### src/rtl/aec_stream.sv
// -----------------------------------------------------------------------------
// aec_stream
// Streaming ASCII arithmetic-expression evaluator. Single-digit operands,
// '+', '-', '*' with normal precedence, nested parentheses, terminated by '='.
// Arithmetic is modulo 2^DW. One operator is reduced per clock cycle.
//
// Parameters
//   DW    : width of operands, intermediate values and result
//   DEPTH : entries in each of the operand and operator stacks
//   HEX   : 1 -> 'a'-'f' are operands 10-15, 0 -> they are illegal characters
//
// Ports
//   clk      : rising-edge clock
//   rst      : synchronous active-high reset
//   ready    : character-present strobe from the source
//   ascii_in : ASCII character, consumed on an edge where ready && accept
//   accept   : block can consume a character this cycle (state-only)
//   valid    : one-cycle pulse qualifying result/error
//   result   : expression value, 0 when error is set
//   error    : malformed expression or stack overflow
// -----------------------------------------------------------------------------
module aec_stream #(
    parameter int DW    = 8,
    parameter int DEPTH = 8,
    parameter int HEX   = 1
) (
    input  logic          clk,
    input  logic          rst,
    input  logic          ready,
    input  logic [7:0]    ascii_in,
    output logic          accept,
    output logic          valid,
    output logic [DW-1:0] result,
    output logic          error
);

    localparam int PW = $clog2(DEPTH + 1);                   // stack pointer width
    localparam int IW = (DEPTH > 1) ? $clog2(DEPTH) : 1;     // stack index width

    typedef enum logic [2:0] {S_IDLE, S_READ, S_REDUCE, S_FLUSH, S_DONE, S_ERR} state_e;
    typedef enum logic [2:0] {OP_ADD, OP_SUB, OP_MUL, OP_LPAR, OP_RPAR} op_e;

    state_e        state_q, state_d;
    logic [PW-1:0] osp_q, osp_d;       // operand stack pointer (entries in use)
    logic [PW-1:0] psp_q, psp_d;       // operator stack pointer (entries in use)
    logic [DW-1:0] opnd_q [DEPTH];
    logic [DW-1:0] opnd_d [DEPTH];
    op_e           oper_q [DEPTH];
    op_e           oper_d [DEPTH];
    op_e           pend_q, pend_d;     // operator waiting for the reduce loop
    logic          expect_q, expect_d; // next token must be an operand
    logic          err_q, err_d;       // current expression is already known bad
    logic          valid_q, valid_d;
    logic          error_q, error_d;
    logic [DW-1:0] result_q, result_d;

    // Stack tops; only meaningful when the matching pointer is large enough.
    logic [IW-1:0] o_top, o_nxt, o_push, p_top, p_push;
    logic [DW-1:0] opnd_a, opnd_b, red_val;
    op_e           top_op;
    logic          take, is_dig, osp_full, psp_full, can_reduce, red_cond;
    logic          fail, fin, fin_err;
    logic [3:0]    dig_val;

    // NOTE: every signal written here gets a default first, so no path leaves it
    // unassigned and no latch is inferred.
    always_comb begin
        state_d  = state_q;
        osp_d    = osp_q;
        psp_d    = psp_q;
        opnd_d   = opnd_q;
        oper_d   = oper_q;
        pend_d   = pend_q;
        expect_d = expect_q;
        err_d    = err_q;
        valid_d  = 1'b0;
        error_d  = error_q;
        result_d = result_q;
        fail     = 1'b0;
        fin      = 1'b0;
        fin_err  = 1'b0;
        red_cond = 1'b0;

        accept = (state_q == S_IDLE) || (state_q == S_READ) || (state_q == S_ERR);
        take   = ready && accept;

        o_top  = IW'(osp_q - PW'(1));
        o_nxt  = IW'(osp_q - PW'(2));
        o_push = IW'(osp_q);
        p_top  = IW'(psp_q - PW'(1));
        p_push = IW'(psp_q);
        opnd_a = opnd_q[o_nxt];
        opnd_b = opnd_q[o_top];
        top_op = oper_q[p_top];

        osp_full   = (osp_q == PW'(DEPTH));
        psp_full   = (psp_q == PW'(DEPTH));
        can_reduce = (osp_q >= PW'(2));

        case (top_op)
            OP_ADD:  red_val = opnd_a + opnd_b;
            OP_SUB:  red_val = opnd_a - opnd_b;
            OP_MUL:  red_val = opnd_a * opnd_b;
            default: red_val = '0;
        endcase

        is_dig = ((ascii_in >= "0") && (ascii_in <= "9")) ||
                 ((HEX != 0) && (ascii_in >= "a") && (ascii_in <= "f"));
        // Low nibble of '0'-'9' is the value; 'a'-'f' have low nibble 1-6.
        dig_val = (ascii_in <= "9") ? ascii_in[3:0] : ascii_in[3:0] + 4'd9;

        case (state_q)
            S_IDLE, S_READ: begin
                if (take) begin
                    state_d = S_READ;
                    if (is_dig) begin
                        if (!expect_q || osp_full) begin
                            fail = 1'b1;
                        end else begin
                            opnd_d[o_push] = DW'(dig_val);
                            osp_d          = osp_q + PW'(1);
                            expect_d       = 1'b0;
                        end
                    end else begin
                        case (ascii_in)
                            "(": begin
                                if (!expect_q || psp_full) begin
                                    fail = 1'b1;
                                end else begin
                                    oper_d[p_push] = OP_LPAR;
                                    psp_d          = psp_q + PW'(1);
                                end
                            end
                            "+", "-", "*", ")": begin
                                if (expect_q) begin
                                    fail = 1'b1;
                                end else begin
                                    case (ascii_in)
                                        "+":     pend_d = OP_ADD;
                                        "-":     pend_d = OP_SUB;
                                        "*":     pend_d = OP_MUL;
                                        default: pend_d = OP_RPAR;
                                    endcase
                                    expect_d = (ascii_in != ")");
                                    state_d  = S_REDUCE;
                                end
                            end
                            "=": begin
                                // '=' is consumed either way; a dangling operator
                                // is reported once the flush stage sees err_q.
                                err_d   = expect_q;
                                state_d = S_FLUSH;
                            end
                            default: fail = 1'b1;
                        endcase
                    end
                end
            end

            S_REDUCE: begin
                if (pend_q == OP_RPAR) begin
                    if (psp_q == '0) begin
                        fail = 1'b1;
                    end else if (top_op == OP_LPAR) begin
                        psp_d   = psp_q - PW'(1);
                        state_d = S_READ;
                    end else begin
                        red_cond = 1'b1;
                    end
                end else begin
                    // Left associativity: equal precedence on the stack reduces first.
                    if (psp_q != '0) begin
                        red_cond = (pend_q == OP_MUL) ? (top_op == OP_MUL)
                                                      : (top_op != OP_LPAR);
                    end
                    if (!red_cond) begin
                        if (psp_full) begin
                            fail = 1'b1;
                        end else begin
                            oper_d[p_push] = pend_q;
                            psp_d          = psp_q + PW'(1);
                            state_d        = S_READ;
                        end
                    end
                end
                if (red_cond) begin
                    if (!can_reduce) begin
                        fail = 1'b1;
                    end else begin
                        opnd_d[o_nxt] = red_val;
                        osp_d         = osp_q - PW'(1);
                        psp_d         = psp_q - PW'(1);
                    end
                end
            end

            S_FLUSH: begin
                if (err_q) begin
                    fin     = 1'b1;
                    fin_err = 1'b1;
                end else if (psp_q != '0) begin
                    if ((top_op == OP_LPAR) || !can_reduce) begin
                        fin     = 1'b1;
                        fin_err = 1'b1;
                    end else begin
                        opnd_d[o_nxt] = red_val;
                        osp_d         = osp_q - PW'(1);
                        psp_d         = psp_q - PW'(1);
                    end
                end else begin
                    fin     = 1'b1;
                    fin_err = (osp_q != PW'(1));
                end
            end

            S_DONE: begin
                state_d  = S_IDLE;
                osp_d    = '0;
                psp_d    = '0;
                expect_d = 1'b1;
                err_d    = 1'b0;
            end

            S_ERR: begin
                if (take && (ascii_in == "=")) begin
                    state_d = S_FLUSH;
                end
            end

            default: state_d = S_IDLE;
        endcase

        if (fail) begin
            state_d = S_ERR;
            err_d   = 1'b1;
        end
        if (fin) begin
            state_d  = S_DONE;
            valid_d  = 1'b1;
            error_d  = fin_err;
            result_d = fin_err ? '0 : opnd_q[0];
        end
    end

    // NOTE: state registers use non-blocking assignments so every flop samples
    // the values computed before this edge, independent of statement order.
    always_ff @(posedge clk) begin
        if (rst) begin
            state_q  <= S_IDLE;
            osp_q    <= '0;
            psp_q    <= '0;
            pend_q   <= OP_ADD;
            expect_q <= 1'b1;
            err_q    <= 1'b0;
            valid_q  <= 1'b0;
            error_q  <= 1'b0;
            result_q <= '0;
        end else begin
            state_q  <= state_d;
            osp_q    <= osp_d;
            psp_q    <= psp_d;
            pend_q   <= pend_d;
            expect_q <= expect_d;
            err_q    <= err_d;
            valid_q  <= valid_d;
            error_q  <= error_d;
            result_q <= result_d;
        end
    end

    // NOTE: stack storage is not reset; entries above the pointers are never
    // read, so clearing the pointers is enough to empty the stacks.
    always_ff @(posedge clk) begin
        opnd_q <= opnd_d;
        oper_q <= oper_d;
    end

    assign valid  = valid_q;
    assign error  = error_q;
    assign result = result_q;

endmodule

### config.mk
export PLATFORM = sky130hd
export DESIGN_NAME = aec_stream
export DESIGN_NICKNAME = d
export VERILOG_FILES = /design/src/rtl/aec_stream.sv
export SDC_FILE = /design/constraint.sdc
export NUM_CORES = 1
export LEC_CHECK = 0
export CAP_MARGIN = 20
export CORE_MARGIN = 2
export CORE_UTILIZATION = 48
export DETAILED_ROUTE_END_ITERATION = 10
export PLACE_DENSITY_LB_ADDON = 0.12
export SYNTH_ARGS = -nofsm -noshare
export SYNTH_HDL_FRONTEND = slang
export SYNTH_SLANG_ARGS = --single-unit
### constraint.sdc
create_clock -name clk -period 14.8 [get_ports clk]
set_clock_uncertainty 0.2 [all_clocks]
set_input_delay 2.22 -clock clk [delete_from_list [all_inputs] [get_ports clk]]
set_output_delay 2.22 -clock clk [all_outputs]
set_load 0.02 [all_outputs]
* Word-level counts from Yosys, hierarchy flattened
Cells that the tools add are included.
Widths: inputs -> output; s select.
** Word-level totals
- Flip-flop bits (word level) :: 114
- Latch bits :: 0
- Memory bits (writable) :: 0
- ROM bits :: 0
- Bits of input ports :: 11
- Output and inout port bits :: 11
- Logic and storage cells :: 272
- Memories kept :: 0
** Operators by class
- Add/subtract/negate cells :: 8
- Multiply operators :: 1
- Divide/modulo/power cells :: 0
- Order comparisons :: 13
- Equality and inequality tests :: 58
- Shift-type cells :: 0
- Muxes and demuxes :: 116
- Bitwise operators :: 11
- Reduce and logical (&&, ||, !) cells :: 38
** Operators with widths (count)
- $mux 64 :: 8
- $pmux 64 s3 :: 1
- $mux 24 :: 7
- $bwmux 64 :: 2
- $mux 4 :: 23
- $mux 8 :: 7
- $bmux 8 s3 :: 2
- $demux 8 s3 :: 2
- $eq 8x6->1 const B :: 6
- $pmux 24 s2 :: 1
- $mux 1 :: 36
- $mux 3 :: 12
- $pmux 4 s4 :: 2
- $ne 3x3->1 const B :: 10
- $ne 2x2->1 const B :: 14
- $bwmux 24 :: 1
- $pmux 8 s3 :: 1
- $reduce_and 7->1 :: 3
- $ge 4x4->1 const B :: 5
- $ne 4x4->1 const B :: 5
- $ne 5x5->1 const B :: 4
- $not 3->4 :: 5
- $reduce_and 9->1 :: 2
- $or 16x16->16 :: 1
- 47 further kinds :: 85

* Logic depth before layout (Yosys ltp)
- Depth in word-level cells :: 17
- Mapped depth :: 26
- Depth with buffers taken out :: 22

* Worst setup path before layout
No wires, ideal clock.
- Kind :: flip-flop to flip-flop
- Start point :: register osp_q[1]
- End point :: register opnd_q[15] (netlist name) (data pin)
- Library setup time :: 273 ps
- Data arrival time :: 5806 ps
- Data required time :: 14327 ps
- Path slack :: 8520 ps
- Stages on the path, launching flop included :: 23
- Buffers on the path :: 4
- Cell sequence :: dfxtp_1 > clkbuf_1 > buf_1 > inv_1 > ha_1 > buf_2 > clkbuf_1 > mux4_2 > mux2i_1 > nor2_1 > fa_1 > inv_1 > fa_1 > fa_1 > fa_1 > inv_1 > ha_1 > a21oi_1 > xnor2_1 > xnor2_1 > xnor2_1 > nand2_1 > a21oi_1
** RTL lines
- start, declared :: line 44 : logic [PW-1:0] osp_q, osp_d;
- start signal, assigned :: line 260 : osp_q <= osp_d;
- end signal, assigned :: line 274 : opnd_q <= opnd_d;
- end, declared :: line 46 : logic [DW-1:0] opnd_q [DEPTH];

==> flow_metrics.env <==
export IMPL_outcome="finished clean"
export IMPL_critPathLaunchType="flip-flop"
export IMPL_clockBufferDepth=2
export IMPL_p_total_w=0.00155
export IMPL_insertion_delay_ns=0.42
export IMPL_hold_buffers=0
export IMPL_rsz0062_at_grt="false"
export IMPL_grt_pass1_wl_um=35800
export IMPL_cts_setup_buffers=0
export IMPL_p_leak_nw=3.27
export IMPL_die_h_um=135
export IMPL_ys_warn_count=0
export IMPL_worst_pin_slew_ns=1.07
export IMPL_drv_cap=0
export IMPL_routed_wl_met3_um=1120
export IMPL_multi_input_area_mm2=0.00472
export IMPL_endpoint_kind="flip-flop"
export IMPL_synth_edf_count=88
export IMPL_grt_antenna_before_repair=0
export IMPL_io_buffers=21
export IMPL_ys_flop_type="edfxtp_1"
export IMPL_yosys_cell_types_count=77
export IMPL_hold_viol_final=0
export IMPL_fmax_mhz=154
export IMPL_crit_slowest_cell="mux2i_1"
export IMPL_critical_path_class="reg -> reg"
export IMPL_core_area_mm2=0.0167
export IMPL_placed_area_mm2=0.00860
export IMPL_tns_ns=0
export IMPL_period_minus_slack_ns=6.48
export IMPL_wirelength_um=22000
export IMPL_ir_worst_vdd_mv=0.168
export IMPL_powerDensity_mw_per_mm2=169
export IMPL_grt_ovfl_total=0
export IMPL_wl_met2_um=11000
export IMPL_cts_buffers=17
export IMPL_drt_iter0_drc=573
export IMPL_ys_seq_area_share_pct=38.4
export IMPL_synth_most_common_cell="nor2_1"
export IMPL_clock_sinks=114
export IMPL_slew_viol_final=0
export IMPL_wire_per_inst_um=20.8
export IMPL_slew_headroom_pct=28.4
export IMPL_placementRows=47
export IMPL_viasPerCell=6.22
export IMPL_cp_cell_sequence="inv_1 -> ha_1 -> buf_4 -> mux4_2 -> mux2i_1 -> inv_1 -> nand2_1 -> fa_1 -> inv_1 -> fa_1 -> ha_1 -> inv_1 -> fa_1 -> inv_1 -> ha_1 -> a21o_1 -> a21oi_1 -> xnor2_1 -> xnor2_1 -> xnor2_1 -> nand2_1 -> a21oi_1"
export IMPL_setup_viol=0
export IMPL_path_common_cell="inv_1"
export IMPL_syn_inst=818
export IMPL_cts_tree="built"
export IMPL_grt_max_degree=46
export IMPL_cp_max_fo=21
export IMPL_ios=22
export IMPL_final_util_pct=54.9
export IMPL_vias=6580
export IMPL_slowest_delay_ns=0.58
export IMPL_fin_nets=889
export IMPL_synthTopCellsByArea="edfxtp_1 (32%), mux4_2 (9.3%), dfxtp_1 (6.3%)"
export IMPL_synth_top_cells_by_count="nor2_1 (125), edfxtp_1 (88), a21oi_1 (68)"
export IMPL_route_detailed_drc=0
export IMPL_fillCellCount=1521
export IMPL_syn_cell_area_mm2=0.00824
export IMPL_wl_met1_um=9460
export IMPL_seqCellArea_mm2=0.00316
export IMPL_whs_path_depth=1
export IMPL_synth_seq_cells=114
export IMPL_r2r_cells=22
export IMPL_dp_final_hpwl_um=16100
export IMPL_cts_resized=0
export IMPL_finalCritPeriodShare_pct=43.8
export IMPL_clkTransAtPathRegs_ns=0.06
export IMPL_num_antenna_cells=0
export IMPL_min_path_type="reg -> reg"
export IMPL_syn_to_final_growth_pct=11.2
export IMPL_drive_above_1_share_pct=11.5
export IMPL_synth_top_area_share_pct=32.1
export IMPL_worstPathRequired_ns=14.74
export IMPL_die_area_mm2=0.0182
export IMPL_htree_levels=4
export IMPL_async_reset_ff_share_pct=0
export IMPL_dr_pass1_iters=8
export IMPL_crit_arrival_ns=6.42
export IMPL_yosysTopAreaCell="edfxtp_1"
export IMPL_syn_nets=882
export IMPL_die_w_um=135
export IMPL_syn_area_per_cell_um2=10.1
export IMPL_top_layer_used="met4"
export IMPL_root_buffer="clkbuf_16"
export IMPL_start_util_pct=49.4
export IMPL_antenna_left=0
export IMPL_grt_pass1_vias=6735
export IMPL_fin_area_mm2=0.00917
export IMPL_holdWs_ns=0.276
export IMPL_track_usage_pct=25.4
export IMPL_gp_congestion=0.890
-- logic make-up after synthesis --
family          share of synthesized area (%)
flops                                    38.4
xor+xnor                                 3.60
simple gates                             15.3
buf+inv                                  4.36
fa+ha+maj                                9.23
compound gates                           15.6
mux                                      13.5
-- worst max-delay path: cells and delay by family, from the launching register on --
family | cells | cell delay [ns]
mux | 2 | 1.14
buf+inv | 6 | 0.95
fa+ha+maj | 6 | 2.28
compound gates | 3 | 0.47
simple gates | 2 | 0.40
flops | 1 | 0.32
xor+xnor | 3 | 0.44
-- flip-flops by register name (all words and copies together), names as in the netlist --
signal / count
opnd_q: 64
oper_q: 24
result: 8
osp_q: 4
psp_q: 4
pend_q: 3
state_q: 3
err_q: 1
error: 1
expect_q: 1
valid: 1
-- power by group --
| group | internal, W | total [W] | switching, W |
|---|---|---|---|
| combinational | 0.000319 | 0.000788 | 0.000469 |
| clock | 0.000233 | 0.000390 | 0.000156 |
| sequential | 0.000359 | 0.000375 | 0.0000155 |
| total | 0.000912 | 0.00155 | 0.000641 |
-- cell type report --
class / instances / area share, %
clock inverters: 13 / 1.39
clock buffers: 19 / 4.72
well taps: 220 / 3.00
inverters: 50 / 2.05
multi-input cells: 615 / 51.5
repair buffers: 27 / 2.78
flip-flops and latches: 114 / 34.5
-- metrics by stage --
step           setup slack, ns  std cells
2_1_floorplan             8.52        818
6_report                  8.32       1058
5_1_grt                   7.90       1058
3_5_place_dp              8.37       1025
3_3_place_gp              8.53       1025
4_1_cts                   8.35       1057
-- per-layer routing --
metal / vias up / GRT usage, %
met5: - / 0
met4: 0 / 7.81
met3: 33 / 3.98
met2: 242 / 43.7
met1: 3238 / 33.1
li1: 3067 / -
-- final timing paths --
path	start	endpoint	slack, ns
hold reg to reg	result[7]	result[7]	0.28
setup reg to reg	osp_q[0]	opnd_q[55]	8.32
hold / removal	result[7]	result[7]	0.28
setup / recovery	osp_q[0]	opnd_q[55]	8.32
-- layout by cell type, fill, tap and decap left out, drive strengths merged, types with 4 or more instances in the layout --
cell | Yosys | routed
a22o | 8 | 8
mux2i | 21 | 21
nor2b | 5 | 5
a311oi | 4 | 4
clkinvlp | 0 | 5
fa | 13 | 13
a21o | 5 | 5
o22ai | 34 | 34
nor3 | 25 | 25
xor2 | 6 | 6
and3 | 5 | 5
a21oi | 70 | 70
clkbuf | 27 | 19
nand2b | 7 | 7
mux4 | 39 | 39
edfxtp | 88 | 88
a211oi | 5 | 5
xnor2 | 27 | 27
inv | 47 | 52
nor2 | 125 | 125
and2 | 4 | 4
or2 | 10 | 10
dfxtp | 26 | 26
buf | 12 | 6
ha | 40 | 40
a21boi | 4 | 4
nand3 | 32 | 32
nand2 | 42 | 42
clkinv | 3 | 5
o21ai | 25 | 25
or3 | 4 | 4
clkdlybuf4s50 | 0 | 21
a31oi | 11 | 11
Note: power is estimated with default switching activity, not from simulation.
